**src/rtl/booth_pkg.sv**
```systemverilog
// Shared definitions for the radix-4 Booth sequential multiplier.
// State encoding, digit-select codes and the WIDTH legality check.
package booth_pkg;

    typedef enum logic [1:0] {
        IDLE = 2'd0,
        RUN  = 2'd1,
        DONE = 2'd2
    } state_e;

    // Digit select codes laid out as {neg, sel2x, zero}
    localparam logic [2:0] ZERO = 3'b001;
    localparam logic [2:0] PM1  = 3'b000;
    localparam logic [2:0] NM1  = 3'b100;
    localparam logic [2:0] PM2  = 3'b010;
    localparam logic [2:0] NM2  = 3'b110;

    function automatic bit width_ok(input int w);
        return (w >= 4) && ((w % 2) == 0);
    endfunction

endpackage

```
**src/rtl/booth_r4_digit_enc.sv**
```systemverilog
// Radix-4 Booth recoder: maps the 3-bit window {q1, q0, q-1} to a
// signed digit in {-2,-1,0,+1,+2} as {neg, sel2x, zero}.
module booth_r4_digit_enc
    import booth_pkg::*;
(
    input  logic [2:0] win_i,
    output logic       neg_o,
    output logic       sel2x_o,
    output logic       zero_o
);

    logic [2:0] sel;

    always_comb begin
        sel = ZERO;
        unique case (win_i)
            3'b001, 3'b010: sel = PM1;
            3'b011:         sel = PM2;
            3'b100:         sel = NM2;
            3'b101, 3'b110: sel = NM1;
            default:        sel = ZERO;
        endcase
        {neg_o, sel2x_o, zero_o} = sel;
    end

endmodule

```
**src/rtl/booth_r4_mul_seq.sv**
```systemverilog
// Sequential radix-4 Booth multiplier, two multiplier bits per clock.
// Define BOOTH_UNSIGNED_EN to add op_signed for unsigned/signed operation.
module booth_r4_mul_seq
    import booth_pkg::*;
#(
    parameter int WIDTH = 8
) (
    input  logic               clk,
    input  logic               reset,
    input  logic               in_valid,
    output logic               in_ready,
    input  logic [WIDTH-1:0]   M,
    input  logic [WIDTH-1:0]   Q,
`ifdef BOOTH_UNSIGNED_EN
    input  logic               op_signed,
`endif
    output logic               out_valid,
    input  logic               out_ready,
    output logic [2*WIDTH-1:0] P
);

`ifdef BOOTH_UNSIGNED_EN
    localparam int N  = WIDTH / 2 + 1;
    localparam int QW = WIDTH + 2;
    localparam int AW = WIDTH + 4;
`else
    localparam int N  = WIDTH / 2;
    localparam int QW = WIDTH;
    localparam int AW = WIDTH + 2;
`endif
    localparam int CW = $clog2(N + 1);

    generate
        if (!width_ok(WIDTH)) begin : g_bad_width
            $error("booth_r4_mul_seq: WIDTH must be even and >= 4");
        end
    endgenerate

    state_e             state_q, state_d;
    logic [AW-1:0]      a_q, a_d;
    logic [AW-1:0]      m_q, m_d;
    logic [QW-1:0]      q_q, q_d;
    logic               qm1_q, qm1_d;
    logic [CW-1:0]      cnt_q, cnt_d;
    logic [2*WIDTH-1:0] p_q, p_d;

    logic               m_ext;
    logic [AW-1:0]      m_in;
    logic [QW-1:0]      q_in;

`ifdef BOOTH_UNSIGNED_EN
    logic q_ext;
    assign m_ext = op_signed & M[WIDTH-1];
    assign q_ext = op_signed & Q[WIDTH-1];
    assign q_in  = {{2{q_ext}}, Q};
`else
    assign m_ext = M[WIDTH-1];
    assign q_in  = Q;
`endif
    assign m_in = {{(AW-WIDTH){m_ext}}, M};

    logic               neg, sel2x, zero;
    logic [AW-1:0]      mult, addend, sum;
    logic [AW+QW-1:0]   sh;
    logic [AW-1:0]      a_n;
    logic [QW-1:0]      q_n;
    logic [2*WIDTH-1:0] prod;

    booth_r4_digit_enc u_enc (
        .win_i   ({q_q[1:0], qm1_q}),
        .neg_o   (neg),
        .sel2x_o (sel2x),
        .zero_o  (zero)
    );

    // Add the digit multiple, then shift {A,Q} right by 2 arithmetically
    always_comb begin
        mult   = zero ? '0 : (sel2x ? {m_q[AW-2:0], 1'b0} : m_q);
        addend = neg ? (~mult + AW'(1)) : mult;
        sum    = a_q + addend;
        sh     = {{2{sum[AW-1]}}, sum, q_q[QW-1:2]};
        a_n    = sh[AW+QW-1:QW];
        q_n    = sh[QW-1:0];
        prod   = (2*WIDTH)'({a_n, q_n});
    end

    always_comb begin
        state_d = state_q;
        a_d     = a_q;
        m_d     = m_q;
        q_d     = q_q;
        qm1_d   = qm1_q;
        cnt_d   = cnt_q;
        p_d     = p_q;
        unique case (state_q)
            IDLE: begin
                if (in_valid) begin
                    m_d     = m_in;
                    q_d     = q_in;
                    qm1_d   = 1'b0;
                    a_d     = '0;
                    cnt_d   = CW'(N - 1);
                    state_d = RUN;
                end
            end
            RUN: begin
                a_d   = a_n;
                q_d   = q_n;
                qm1_d = q_q[1];
                if (cnt_q == '0) begin
                    p_d     = prod;
                    state_d = DONE;
                end else begin
                    cnt_d = cnt_q - CW'(1);
                end
            end
            DONE: begin
                if (out_ready) state_d = IDLE;
            end
            default: state_d = IDLE;
        endcase
    end

    always_ff @(posedge clk) begin
        if (reset) begin
            state_q <= IDLE;
            a_q     <= '0;
            m_q     <= '0;
            q_q     <= '0;
            qm1_q   <= 1'b0;
            cnt_q   <= '0;
            p_q     <= '0;
        end else begin
            state_q <= state_d;
            a_q     <= a_d;
            m_q     <= m_d;
            q_q     <= q_d;
            qm1_q   <= qm1_d;
            cnt_q   <= cnt_d;
            p_q     <= p_d;
        end
    end

    assign in_ready  = (state_q == IDLE);
    assign out_valid = (state_q == DONE);
    assign P         = p_q;

endmodule

```
**config.mk**
```make
export PLATFORM = sky130hd
export DESIGN_NAME = booth_r4_mul_seq
export DESIGN_NICKNAME = d
export VERILOG_FILES = /design/src/rtl/booth_pkg.sv /design/src/rtl/booth_r4_digit_enc.sv /design/src/rtl/booth_r4_mul_seq.sv
export SDC_FILE = /design/constraint.sdc
export NUM_CORES = 1
export LEC_CHECK = 0
export CAP_MARGIN = 15
export CORE_MARGIN = 1.5
export CORE_UTILIZATION = 40
export DETAILED_ROUTE_END_ITERATION = 6
export PLACE_DENSITY_LB_ADDON = 0.25
export SYNTH_ARGS = -nofsm -noshare
export SYNTH_HDL_FRONTEND = slang
export SYNTH_SLANG_ARGS = --single-unit
```
**constraint.sdc**
```tcl
create_clock -name clk -period 4.95 [get_ports clk]
set_clock_uncertainty 0.15 [all_clocks]
set_input_delay 1.2375 -clock clk [delete_from_list [all_inputs] [get_ports clk]]
set_output_delay 1.2375 -clock clk [all_outputs]
set_load 0.01 [all_outputs]
```
==> results.py <==
metrics = {
    "global_route": {
        "grt-ovfl-total": 0,
        "grt_pass1_wl_um": 10700,
        "grt_max_degree": 24,
        "grt_pass1_vias": 2217,
        "track_usage_pct": 18.3,
        "antenna_found_initial": 0,
    },
    "die": {
        "coreArea_um2": 6390,
        "start_util_pct": 41.8,
        "die_h_um": 84.7,
        "die_w_um": 84.7,
        "rows": 29,
        "die_area_um2": 7180,
        "pin_count": 38,
    },
    "route": {
        "antenna_left": 0,
        "wl_um": 6310,
        "drc_errors": 0,
        "drtIter0Drc": 114,
        "drtPass1Iterations": 4,
        "vias_per_cell": 5.41,
        "vias": 2415,
        "wl_per_cell_um": 14.1,
    },
    "hold_path": {
        "hold_path_class": "reg -> reg",
        "min_delay_worst_endpoint": "P[0]$_SDFFE_PP0P_",
        "hold-path-cell-count": 2,
        "worstHoldStart": "P[0]$_SDFFE_PP0P_",
    },
    "sta": {
        "setup_tns_ns": 0,
        "period_share_pct": 83.7,
        "hold_violations": 0,
        "report.final.setup_viol": 0,
        "period_minus_slack_ns": 4.14,
        "max_freq_mhz": 241,
        "slew_violations": 0,
        "tightest_slew_ns": 1.05,
        "slew_headroom_pct": 29.8,
        "rsz0062_at_grt": "false",
    },
    "logic_synthesis": {
        "synthTopCellsByArea": "dfxtp_1 34%, nand2_1 10%, a21oi_1 6.0%, ha_1 5.6%, nor2_1 3.9%",
        "synth_nets": 374,
        "syn_avg_cell_area_um2": 7.83,
        "seq_area_frac_synth_pct": 34.5,
        "ys_async_sr_fraction_pct": 0,
        "yosysTopAreaCellShare_pct": 34.5,
        "synth_edf_count": 0,
        "synthCells": 341,
        "synth_cell_types": 48,
        "ys.flop_type": "dfxtp_1",
        "ys_warn_count": 0,
        "syn_area_um2": 2670,
        "synth-seq-cells": 46,
        "synth_top_area_cell": "dfxtp_1",
    },
    "critical_path": {
        "cp-start-kind": "flip-flop",
        "crit_path_max_incr_delay_ns": 0.62,
        "r2r_slack_ns": 0.81,
        "cp.arrival_ns": 4.23,
        "critPathCaptureType": "flip-flop",
        "cp_max_fo": 14,
        "cp_slowest_cell": "dfxtp_1",
        "rr_endpoint": "P[15]$_SDFFE_PP0P_",
        "path_cells": "nor2b_1, a221o_1, nand2_1, ha_1, inv_1, nand2_1, xnor2_1, a221o_1, ha_1, a21oi_1, o21bai_1, o41ai_1, o21ai_0, xor2_1, a211oi_2",
        "regToRegStartpoint": "qm1_q$_SDFFE_PP0P_",
        "critPathRequiredTime_ns": 5.03,
        "r2r_cells": 15,
        "worstSetupPathType": "reg -> reg",
    },
    "flow_run": {
        "max_cap_viol_count": 0,
    },
    "power": {
        "fin_total_pwr_mw": 1.01,
        "pwr_density_cell_nw_per_um2": 316,
        "ir_worst_vdd_mv": 0.183,
        "p_leak_nw": 1.23,
    },
    "final_layout": {
        "diodes": 0,
        "final_common_cell": "nand2_1",
        "layout-drive-gt1-share_pct": 5.42,
        "regArea_um2": 921,
        "area_delta_synth_final_pct": 19.8,
        "mostFrequentLayoutCells": "73 x nand2_1, 46 x dfxtp_1, 37 x clkdlybuf4s50_1",
        "final_nets": 401,
        "multiInputGateArea_um2": 1620,
        "fin_area_um2": 3200,
        "fillers": 668,
    },
    "placement": {
        "gp_congestion": 0.871,
        "dpl_cell_area_um2": 3080,
        "hpwl_um": 4590,
        "portBuffers": 37,
    },
    "clock_network": {
        "cts_buffer_depth": 2,
        "cts_setup_buffers": 0,
        "h-tree-depth": 2,
        "clock_latency_ns": 0.31,
        "postCtsHoldBufs": 0,
        "cts_tree": "yes",
        "clk_root_buffer_cell": "clkbuf_8",
        "cts_resized": 0,
        "cts.sinks": 46,
        "numCtsBuffers": 5,
        "clk_pin_slew_worst_paths_ns": 0.09,
    },
    "outcome": {
        "status": "completed",
    },
}
-- final cells by class --
class	instances	area share, %
clock buffers	5	2.15
repair buffers	41	12.5
multi-input cells	263	50.7
clock inverters	3	1.53
well taps	77	3.01
flip-flops and latches	46	28.8
inverters	11	1.29
-- flip-flops by register name, summed over array words and instances, names as in the netlist --
register / cells
state_q: 2
a_q: 8
q_q: 8
cnt_q: 3
P: 16
m_q: 8
qm1_q: 1
-- power by group --
group | switching (mW) | internal (mW)
combinational | 0.158 | 0.125
sequential | 0.0302 | 0.398
clock | 0.145 | 0.154
-- worst max-delay path by stage --
stage / from / end / slack [ns]
5_1_grt: qm1_q$_SDFFE_PP0P_ / P[15]$_SDFFE_PP0P_ / 0.55
3_3_place_gp: qm1_q$_SDFFE_PP0P_ / P[15]$_SDFFE_PP0P_ / 1.01
6_report: qm1_q$_SDFFE_PP0P_ / P[15]$_SDFFE_PP0P_ / 0.81
3_5_place_dp: qm1_q$_SDFFE_PP0P_ / P[15]$_SDFFE_PP0P_ / 0.91
4_1_cts: qm1_q$_SDFFE_PP0P_ / P[15]$_SDFFE_PP0P_ / 0.87
2_1_floorplan: q_q[1]$_SDFFE_PP0P_ / P[15]$_SDFFE_PP0P_ / 1.46
-- critical path: cells and delay by family (launching register included) --
kind / cells / cell delay [ns]
AO/OA/AOI/OAI: 7 / 1.74
XOR/XNOR: 2 / 0.33
adder cells (fa/ha/maj): 2 / 0.55
buffers and inverters: 1 / 0.08
flip-flops: 1 / 0.62
AND/OR/NAND/NOR: 3 / 0.60
-- cell usage after synthesis, types with 3 or more instances --
| library cell | count |
|---|---|
| a21o_1 | 3 |
| a21oi_1 | 32 |
| a221o_1 | 8 |
| a221oi_1 | 7 |
| a22oi_1 | 7 |
| a311oi_1 | 8 |
| and2_1 | 3 |
| buf_2 | 3 |
| clkbuf_1 | 16 |
| dfxtp_1 | 46 |
| ha_1 | 12 |
| inv_1 | 10 |
| nand2_1 | 73 |
| nand2b_1 | 3 |
| nand3_1 | 8 |
| nand3b_1 | 3 |
| nor2_1 | 28 |
| nor2b_1 | 5 |
| nor3_1 | 5 |
| o21a_1 | 3 |
| o21ai_0 | 8 |
| o21bai_1 | 3 |
| xnor2_1 | 11 |
| xor2_1 | 5 |
-- metrics by stage --
step	util (%)	hold slack (ns)	setup WS [ns]	cells
6_report	50.1	0.306	0.808	446
5_1_grt	50.1	0.334	0.549	446
4_1_cts	50.1	0.311	0.872	446
3_5_place_dp	48.3	0.297	0.906	438
3_3_place_gp	48.3	0.292	1.01	438
2_1_floorplan	-	0.293	1.46	341
-- routing by layer --
metal / GRT usage, % / routed length (um) / up-vias
met5: 0 / 0 / -
met4: 4.84 / 36 / 0
met3: 3.54 / 252 / 2
met2: 29.7 / 3070 / 52
met1: 25.0 / 2950 / 1113
li1: - / - / 1248
-- cell families after synthesis --
group | after synthesis | share of synthesized area [%]
muxes | 3 | 1.31
and+or+nand+nor | 141 | 24.0
DFF | 46 | 34.5
xor gates and xnor gates | 17 | 5.85
adders and majority gates | 13 | 6.37
buffers and inverters | 32 | 4.78
AOI/OAI and AO/OA | 89 | 23.2
Note: power is estimated with default switching activity, not from simulation.
